===== src/rtl/stream_dup_map_n.sv =====
// ============================================================================
// stream_dup_map_n : fans one valid/ready stream out to CHANNELS FIFO-buffered
//                    outputs, channel k emitting x + (k+1)*STEP.
// Revision 1.0
// ============================================================================
`default_nettype none

module stream_dup_map_n #(
  parameter int WIDTH    = 8,
  parameter int CHANNELS = 2,
  parameter int DEPTH    = 2,
  parameter int STEP     = 1,
  parameter int LENGTH   = 0
) (
  input  logic                        clk,
  input  logic                        rst,
  input  logic                        in_valid,
  output logic                        in_ready,
  output logic                        out_valid,
  input  logic                        out_ready,
  input  logic [WIDTH-1:0]            sIn,
  input  logic                        sIn_valid,
  output logic                        sIn_ready,
  output logic [CHANNELS*WIDTH-1:0]   sOut,
  output logic [CHANNELS-1:0]         sOut_valid,
  input  logic [CHANNELS-1:0]         sOut_ready
);

  localparam int PW   = $clog2(DEPTH);
  localparam int CNTW = PW + 1;
  localparam int CW   = (LENGTH > 0) ? $clog2(LENGTH + 1) : 1;

  localparam logic [CNTW-1:0] FULL_C = CNTW'(DEPTH);
  localparam logic [CW-1:0]   LAST_C = CW'(LENGTH - 1);

  typedef enum logic [1:0] {
    S_IDLE  = 2'd0,
    S_RUN   = 2'd1,
    S_DRAIN = 2'd2,
    S_DONE  = 2'd3
  } state_t;

  state_t               state_q;
  logic [CW-1:0]        cnt_q;
  logic                 in_ready_q;
  logic                 out_valid_q;

  logic [CHANNELS-1:0]  full;
  logic                 accept;
  logic                 all_empty;
  logic                 last_item;

  // Readiness looks only at registered state and counts, never at sIn_valid.
  assign sIn_ready = (state_q == S_RUN) && !(|full);
  assign accept    = sIn_valid && sIn_ready;
  assign all_empty = ~|sOut_valid;
  assign last_item = (LENGTH != 0) && (cnt_q == LAST_C);

  assign in_ready  = in_ready_q;
  assign out_valid = out_valid_q;

  always_ff @(posedge clk) begin
    if (rst) begin
      state_q     <= S_IDLE;
      cnt_q       <= '0;
      in_ready_q  <= 1'b1;
      out_valid_q <= 1'b0;
    end else begin
      case (state_q)
        S_IDLE: begin
          if (in_valid) begin
            state_q    <= S_RUN;
            cnt_q      <= '0;
            in_ready_q <= 1'b0;
          end
        end
        S_RUN: begin
          if (accept) begin
            cnt_q <= cnt_q + 1'b1;
            if (last_item) begin
              state_q <= S_DRAIN;
            end
          end
        end
        S_DRAIN: begin
          if (all_empty) begin
            state_q     <= S_DONE;
            out_valid_q <= 1'b1;
          end
        end
        S_DONE: begin
          if (out_ready) begin
            state_q     <= S_IDLE;
            out_valid_q <= 1'b0;
            in_ready_q  <= 1'b1;
          end
        end
        default: begin
          state_q     <= S_IDLE;
          in_ready_q  <= 1'b1;
          out_valid_q <= 1'b0;
        end
      endcase
    end
  end

  for (genvar k = 0; k < CHANNELS; k++) begin : g_ch
    localparam logic [WIDTH-1:0] OFFSET = WIDTH'((k + 1) * STEP);

    logic [WIDTH-1:0] mem_q [DEPTH];
    logic [PW-1:0]    wptr_q;
    logic [PW-1:0]    rptr_q;
    logic [CNTW-1:0]  count_q;
    logic [CNTW-1:0]  count_d;
    logic             pop;
    logic             nonempty;

    assign nonempty      = (count_q != '0);
    assign pop           = nonempty && sOut_ready[k];
    assign full[k]       = (count_q == FULL_C);
    assign sOut_valid[k] = nonempty;
    // An empty FIFO shows zero so stale entries never leak onto the bus.
    assign sOut[k*WIDTH +: WIDTH] = nonempty ? mem_q[rptr_q] : '0;

    always_comb begin
      count_d = count_q;
      case ({accept, pop})
        2'b10:   count_d = count_q + 1'b1;
        2'b01:   count_d = count_q - 1'b1;
        default: count_d = count_q;
      endcase
    end

    always_ff @(posedge clk) begin
      if (accept) begin
        mem_q[wptr_q] <= sIn + OFFSET;
      end
    end

    always_ff @(posedge clk) begin
      if (rst) begin
        wptr_q  <= '0;
        rptr_q  <= '0;
        count_q <= '0;
      end else begin
        count_q <= count_d;
        if (accept) begin
          wptr_q <= wptr_q + 1'b1;
        end
        if (pop) begin
          rptr_q <= rptr_q + 1'b1;
        end
      end
    end
  end

endmodule

`default_nettype wire


===== config.mk =====
export PLATFORM = sky130hd
export DESIGN_NAME = stream_dup_map_n
export DESIGN_NICKNAME = d
export VERILOG_FILES = /design/src/rtl/stream_dup_map_n.sv
export SDC_FILE = /design/constraint.sdc
export NUM_CORES = 1
export LEC_CHECK = 0
export ABC_AREA = 1
export CAP_MARGIN = 20
export CORE_ASPECT_RATIO = 1.4
export CORE_MARGIN = 1
export CORE_UTILIZATION = 30
export CTS_CLUSTER_DIAMETER = 40
export DETAILED_ROUTE_END_ITERATION = 10
export PLACE_DENSITY = 0.49
export SYNTH_ARGS = -nofsm -noshare
export SYNTH_HDL_FRONTEND = slang
export SYNTH_SLANG_ARGS = --single-unit

===== constraint.sdc =====
create_clock -name clk -period 1.95 [get_ports clk]
set_clock_uncertainty 0.2 [all_clocks]
set_input_delay 0.39 -clock clk [delete_from_list [all_inputs] [get_ports clk]]
set_output_delay 0.39 -clock clk [all_outputs]
set_load 0.005 [all_outputs]

After elaboration in Yosys (flattened, before gate mapping)
Memory sizes are Yosys's and may differ from the RTL's. A register that Yosys moved wholly into a read port is not among the register bits.
Cells that the tools add are included.

storage, ports and cells
  register bits after elaboration = 12
  latch bits = 0
  memory bits (writable) = 32
  ROM bits = 0
  bits of input ports = 15
  output and inout port bits = 21
  word-level logic and storage cells = 71
  memories = 2

operators by class
  add/sub/neg operators = 10
  $mul = 0
  div/mod/pow operators = 0
  $lt $le $gt $ge = 0
  equality and inequality tests = 12
  shifts and indexed selects = 0
  mux-type cells = 20
  bitwise gates (word level) = 1
  reduce and logical (&&, ||, !) cells = 17

memories
  memory         depth  bits a word  read ports  clocked after memory_dff  wr ports  RTL line  RTL
  g_ch[0].mem_q  2      8            1           1                         1         110       logic [WIDTH-1:0] mem_q [DEPTH];
  g_ch[1].mem_q  2      8            1           1                         1         110

operator list
  cell                   count
  $mux W8                2
  $eq A2 B2 Y1 const B   6
  $reduce_bool A2 Y1     6
  $mux W1                10
  $add A8 B1 Y8 const B  1
  $add A8 B2 Y8 const B  1
  $pmux W2 S2            2
  $eq A2 B1 Y1 const B   3
  $mux W2                3
  $ne A2 B2 Y1 const B   3
  $pmux W2 S3            1
  $reduce_and A3 Y1      2
  $add A1 B1 Y1 const B  4
  $add A2 B1 Y2 const B  2
  $logic_and A1 B1 Y1    4
  $pmux W1 S2            2
  $reduce_and A4 Y1      1
  $reduce_or A2 Y1       2
  $sub A2 B1 Y2 const B  2
  $logic_not A2 Y1       1
  $logic_not A1 Y1       1
  $not A1 Y1             1

Logic depth before layout (Yosys ltp)
Gate-level depths: netlist of run 1.

  depth after elaboration = 7
  mapped depth = 11
  depth with buffers taken out = 11

Worst setup path after synthesis of run 1
No wires, ideal clock.

  path type = register to register
  start point = register state_q[0]
  end point = memory g_ch[0].mem_q[0][0] (enable)
  setup time = 0.370 ns
  arrival time = 1.176 ns
  path slack = 0.203 ns
  stages on the path, launching flop included = 7
  buffers on the path = 0
  clock period less this slack = 1.747 ns
  cell sequence = dfxtp_1 > inv_1 > nor2_1 > nand3_1 > nor2_2 > inv_2 > nor2_1

between the ends
  cells in the longest elaborated chain, start to end = 5

RTL lines
  element                        RTL line  RTL
  start: declaration             43        state_t state_q;
  start signal: assignment       64        state_q <= S_IDLE;
  start signal: assignment       72        state_q <= S_RUN;
  start signal: assignment       81        state_q <= S_DRAIN;
  $eq A2 B1 Y1                   -
  $logic_and A1 B1 Y1            54        assign sIn_ready = (state_q == S_RUN) && !(|full);
  $logic_and A1 B1 Y1            55        assign accept = sIn_valid && sIn_ready;
  $mux W1                        135       if (accept) begin
  $mux W1 (not written as such)  136       mem_q[wptr_q] <= sIn + OFFSET;
  end: declaration               110

Every way passes these cells.

Worst setup path after layout of run 1
  start point = register g_ch[1].count_q[0]
  end point = output port sOut[15]

between the ends
  cells in the longest elaborated chain, start to end = 2

RTL lines
  element                   RTL line  RTL
  start: declaration        113       logic [CNTW-1:0] count_q;
  start signal: assignment  146       count_q <= count_d;
  $reduce_bool A2 Y1        118       assign nonempty = (count_q != '0);
  $mux W8                   123       assign sOut[k*WIDTH +: WIDTH] = nonempty ? mem_q[rptr_q] : '0;
  end: declaration          24        output logic [CHANNELS*WIDTH-1:0] sOut,

Every way passes these cells.

==> flow_summary.yaml, run 1 <==
run_status:
  status: "finished, final reports clean"
synthesis:
  seq_area_frac_synth: 0.5998
  syn_area_um2: 2069
  syn_nets: 235
  ys_seq_elements: 46
  synth_edf_count: 32
  syn_avg_cell_area_um2: 9.581
  synth_top_area_share: 0.4643
  netlist_instances: 216
  ys.warnings.count: 0
  synth_ff_type: "edfxtp_1"
  synth-async-reset-ratio: 0
  yosysTopAreaCell: "edfxtp_1"
  ys_types: 21
  synth_area_leaders: "edfxtp_1, dfxtp_1, nand2_1"
drt:
  antenna_left: 0
  vias_per_cell: 4.196
  via_count: 1607
  first_pass_iters: 5
  drc_errors: 0
  post_drt_wl_per_cell_um: 11.01
  drt_iter0_markers: 97
  wirelength_mm: 4.218
timing:
  finalCritPeriodShare: 0.9729
  fmax_mhz: 527.1
  fin_crit_ns: 1.897
  worst_pin_slew_ns: 0.3242
  hold_viol_final: 0
  rsz0062_at_grt: "false"
  drv_slew: 0
  relSlewSlack: 0.7816
  worst_slack_ns: 0.05278
  setup_viol: 0
cells_and_area:
  area_delta_synth_final_pct: 44.38
  drive_gt1_frac: 0.2474
  antennaDiodeCount: 0
  final_nets: 309
worst_hold_path:
  hold_start: "g_ch[0].rptr_q"
  min_path_type: "reg2reg"
  hold_depth: 1
  whs_endpoint: "g_ch[0].rptr_q"
power:
  vdd_drop_max_v: 0.0003715
  comb_power_share: 0.257
  p_seq_frac: 0.436
  p_int_mw: 1.978
  total_power_mw: 2.643
  powerDensity_nw_per_um2: 884.4
  clkPwrFrac: 0.307
  swShare: 0.2513
  leakagePower_nw: 1.313
  power.switching_uw: 664.1
floorplanning:
  num_rows: 35
  floorplan.initialDensity: 0.3130
  fp.coreArea_um2: 6613
  ios: 36
  fp.dieArea_um2: 7239
  dieWidth_um: 72.20
  die_h_um: 100.3
worst_setup_path:
  crit_family: "buffers and inverters"
  reg2reg_depth: 12
  crit_chain: "buf_4 -> nor2_4 -> buf_12 -> a21oi_1 -> dlygate4sd2_1"
  path_class: "reg2out"
  crit_slowest_cell: "dfxtp_2"
  cp_data_required_time_ns: 1.36
  rr_endpoint: "g_ch[1].count_q[1]"
  crit_path_end_kind: "output port"
  critPathMaxStageDelay_ns: 0.32
  worstPathArrival_ns: 1.31
  crit_buf_inv: 3
  regToRegStartpoint: "g_ch[0].count_q[0]"
  critical_path_depth: 5
  reg2reg_slack_ns: 0.13
  path_max_fanout: 11
  crit_path_start: "g_ch[1].count_q[0]"
  startpoint_type: "flip-flop"
job:
  cap_viol_max_count: 0
clocking:
  numCtsBuffers: 5
  worst_setup_hold_path_clk_slew_ns: 0.08
  ctsLongestPathBuffers: 2
  cts.sinks: 46
  htree_levels: 2
  cts_tree: "done"
  insertion_delay_ns: 0.29
  root_buffer: "clkbuf_8"
  hold_buffers: 0
global_routing:
  grt_pass1_wl_mm: 7.017
  grt_pass1_vias: 1533
  grt_max_degree: 15
  globalRouteOverflowTotal: 0
  antenna_found_initial: 0
  grtUsageTotal: 0.1293
placement:
  hpwl_mm: 3.224
  pre_cts_ws_ns: -0.1824
  gp_congestion: 0.7077
  port_buffers: 35
[what timing repair did]
item / 4_1_cts / 5_1_grt
pin swaps: 0 / 3
buffers inserted: 5 / 1
setup endpoints to repair: 19 / 9
gates resized for setup: 33 / 17
[power groups by stage]
| stage | clock network (mW) | registers (mW) | logic (mW) |
|---|---|---|---|
| after floorplan | 0 | 1.16 | 0.312 |
| after global placement | 0 | 1.17 | 0.650 |
| after detailed placement | 0 | 1.17 | 0.656 |
| after CTS | 0.836 | 1.15 | 0.665 |
| after global routing | 0.870 | 1.16 | 0.761 |
| final | 0.811 | 1.15 | 0.680 |
[sequential cells by signal (all words and copies together), names as in the netlist, named ones only]
name,cells
g_ch.mem_q,32
out_valid,1
g_ch.wptr_q,2
g_ch.rptr_q,2
state_q,2
in_ready,1
g_ch.count_q,4
[area by class of cell]
| class | count | area, µm² |
|---|---|---|
| clock buffers | 5 | 68.82 |
| clock inverters | 3 | 63.81 |
| fillers | 646 | 3625 |
| inverters | 26 | 97.59 |
| multi-input cells | 138 | 734.5 |
| flip-flops and latches | 46 | 1250 |
| well taps | 92 | 115.1 |
| repair buffers | 73 | 658.1 |
[cell families after synthesis]
group	Yosys count	synth area share
AND/OR/NAND/NOR	91	0.1808
buffers and inverters	32	0.07013
adder cells (fa/ha/maj)	4	0.02418
AO/OA/AOI/OAI	34	0.08707
XOR/XNOR	9	0.03809
flip-flops	46	0.5998
[synth_stat cells (3+ instances only)]
| master | n |
|---|---|
| nor2_2 | 3 |
| ha_1 | 4 |
| inv_1 | 25 |
| xor2_1 | 9 |
| dfxtp_1 | 14 |
| nand3_1 | 4 |
| edfxtp_1 | 32 |
| nor2_1 | 21 |
| o21ai_0 | 5 |
| a21oi_1 | 24 |
| nand2_1 | 59 |
[cells in the final DEF (no fill, tap or decap), types with 4 or more instances in the layout]
master and instances:
a21oi_1 21, buf_4 34, dfxtp_1 7, inv_2 4, dfxtp_2 7, edfxtp_1 32
xor2_1 9, inv_1 22, clkbuf_8 5, a21oi_2 5, nand2_1 57, clkdlybuf4s50_1 16
o21ai_0 4, dlygate4sd2_1 13, ha_1 4, clkdlybuf4s15_1 4, nor2_1 18
[worst register-to-register path, stage by stage (launching register included)]
cell     delay, ns
dfxtp_2       0.36
buf_4         0.11
inv_1         0.04
nand2_2       0.10
nand3_4       0.09
nor2_4        0.10
inv_2         0.06
ha_1          0.28
inv_2         0.07
nand2_1       0.05
nor2_1        0.13
o21ai_1       0.07
a21oi_1       0.11
[metrics by stage]
stage	hold WS (ns)	instances	setup TNS (ns)	cell area, µm²	utilization
2_1_floorplan	0.2317	216	0	2069	-
3_3_place_gp	0.2406	369	-1.476	2765	0.4182
3_5_place_dp	0.2459	369	-2.212	2765	0.4182
4_1_cts	0.2578	382	0	2952	0.4464
5_1_grt	0.2728	383	0	2988	0.4518
6_report	0.2560	383	0	2988	0.4518
[worst max-delay path by stage]
| stage | end |
|---|---|
| 2_1_floorplan | g_ch[0].mem_q[0][0] |
| 3_3_place_gp | g_ch[0].count_q[1] |
| 3_5_place_dp | g_ch[0].count_q[1] |
| 4_1_cts | sOut_valid[0] |
| 5_1_grt | sOut[10] |
| 6_report | sOut[15] |
[per-layer routing]
metal  GRT usage  vias up  share of wire
met2      0.2365       31           0.55
met4     0.04977        0          0.013
met1      0.1453      724           0.41
met5           0        -              0
li1            -      848              -
met3     0.02510        4          0.032
Power figures use the tool's default switching activity.
==> inputs of run 2 (changes only) <==
--- a/config.mk
+++ b/config.mk
@@ -9,10 +9,10 @@
 export CAP_MARGIN = 20
 export CORE_ASPECT_RATIO = 1.4
 export CORE_MARGIN = 1
-export CORE_UTILIZATION = 30
+export CORE_UTILIZATION = 40
 export CTS_CLUSTER_DIAMETER = 40
 export DETAILED_ROUTE_END_ITERATION = 10
-export PLACE_DENSITY = 0.49
+export PLACE_DENSITY = 0.62
 export SYNTH_ARGS = -nofsm -noshare
 export SYNTH_HDL_FRONTEND = slang
 export SYNTH_SLANG_ARGS = --single-unit
==> run 2 against run 1 <==
The flow now finishes with violations (setup timing). Global-route usage up 3.4 points. First-iteration DRC count down 70%. Maximum frequency decreased by 2.9%. Via count is essentially flat. Worst setup slack worse by 0.057 ns. Final cell count down 8.1%. Non-clock buffer count fell by 3. Clock-buffer cell count is 2 higher.
==> flow_summary.yaml, run 2 (same netlist as run 1, synthesis figures left out) <==
global_routing:
  grtUsageTotal: 0.1630
  globalRouteOverflowTotal: 0
  grt_pass1_vias: 1598
  grt_max_degree: 14
  antenna_found_initial: 0
  grt_pass1_wl_mm: 6.624
floorplanning:
  die_h_um: 87.11
  dieWidth_um: 62.79
  floorplan.initialDensity: 0.4209
  ios: 36
  num_rows: 30
  fp.dieArea_um2: 5469
  fp.coreArea_um2: 4917
cells_and_area:
  n_fill_cell: 451
  top_regs: "g_ch.mem_q (32), g_ch.count_q (4)"
  fin_cells: 352
  drive_gt1_frac: 0.2326
  multi_input_area_um2: 711.9
  final_nets: 306
  mostFrequentLayoutCells: "nand2_1, edfxtp_1, buf_4, inv_1, a21oi_1"
  final_common_cell: "nand2_1"
  antennaDiodeCount: 0
  ff_latch_area_um2: 1257
  area_delta_synth_final_pct: 38.27
  fin_util: 0.5819
  largest_reg_flops: 32
  top_register: "g_ch.mem_q"
timing:
  fin_crit_ns: 1.955
  holdWs_ns: 0.2596
  worst_pin_slew_ns: 0.3054
  worst_slack_ns: -0.004652
  rsz0062_at_grt: "true"
  fmax_mhz: 511.6
  finalCritPeriodShare: 1.002
  hold_viol_final: 0
  setup_viol: 3
  relSlewSlack: 0.7942
  drv_slew: 0
clocking:
  cts_tree: "done"
  cts.sinks: 46
  htree_levels: 2
  root_buffer: "clkbuf_8"
  insertion_delay_ns: 0.30
  worst_setup_hold_path_clk_slew_ns: 0.08
  hold_buffers: 0
  ctsLongestPathBuffers: 2
  numCtsBuffers: 5
power:
  total_power_mw: 2.483
  powerDensity_nw_per_um2: 867.8
  vdd_drop_max_v: 0.0004942
  leakagePower_nw: 1.265
placement:
  gp_congestion: 0.7528
  port_buffers: 35
  placed_cells: 333
  pre_cts_ws_ns: -0.2061
  hpwl_mm: 2.886
worst_setup_path:
  crit_path_end_kind: "output port"
  reg2reg_depth: 10
  path_class: "reg2out"
  cp_data_required_time_ns: 1.36
  startpoint_type: "flip-flop"
  worstPathArrival_ns: 1.36
  path_max_fanout: 7
drt:
  drc_errors: 0
  via_count: 1606
  vias_per_cell: 4.563
  first_pass_iters: 4
  wirelength_mm: 3.966
  drt_iter0_markers: 29
  antenna_left: 0
  post_drt_wl_per_cell_um: 11.27
worst_hold_path:
  min_path_type: "reg2reg"
  hold_depth: 1
job:
  cap_viol_max_count: 0
run_status:
  status: "finished with violations"
  violations: "setup timing"
## run 2: changes by cell type in the layout (fill, tap and decap cells not counted), sizes merged
cell,previous run,this run
bufinv,2,1
dlygate4sd2,13,11
clkinv,1,0
clkdlybuf4s15,4,2
clkbuf,6,13
buf,38,35
dlymetal6s2s,1,0
## run 2: cell type report
class                           count  share of cell area
Clock buffer                        7             0.02667
Clock inverter                      1             0.01049
Inverter                           26             0.03498
Multi-Input combinational cell    138              0.2488
Sequential cell                    46              0.4394
Tap cell                           64             0.02798
Timing Repair Buffer               70              0.2116
## run 2: critical path: stages (launching register included)
cell and delay [ns]:
dfxtp_2 0.32, buf_4 0.13, nor2_4 0.17, buf_4 0.16, a21oi_1 0.04, dlygate4sd2_1 0.25
## run 2: worst paths after layout
path	startpoint	end	slack, ns
setup / recovery	g_ch[1].count_q[0]	sOut[8]	-0.005
setup reg to reg	g_ch[1].count_q[0]	g_ch[1].count_q[1]	0.10
hold / removal	g_ch[0].rptr_q	flip-flop	0.26
hold reg to reg	g_ch[0].rptr_q	flip-flop	0.26
## run 2: power by group
part           switching [mW]  internal [mW]
clock network           0.293          0.383
registers              0.0387           1.12
logic                   0.312          0.339
total                   0.644           1.84
## run 2: per-layer routing
metal	routed length (µm)	vias up	GRT usage
met1	1589	713	0.1602
met4	144	0	0.09937
met2	2081	35	0.3063
li1	-	847	-
met5	0	-	0
met3	151	11	0.03927
## run 2: stage by stage
step                      cell area [µm²]   TNS (ns)
final                                2861  -0.006053
after CTS                            2835    -0.1304
after global routing                 2861    -0.4363
after global placement               2658    -0.7273
after floorplan                      2069          0
after detailed placement             2658     -1.060
## run 2: what timing repair did
action | CTS | global route
setup buffers | 8 | 3
endpoints found under the hold margin | 0 | 0
pin swaps | 0 | 1
gates cloned | 0 | 0
gates resized for setup | 37 | 19
setup endpoints to repair | 20 | 15
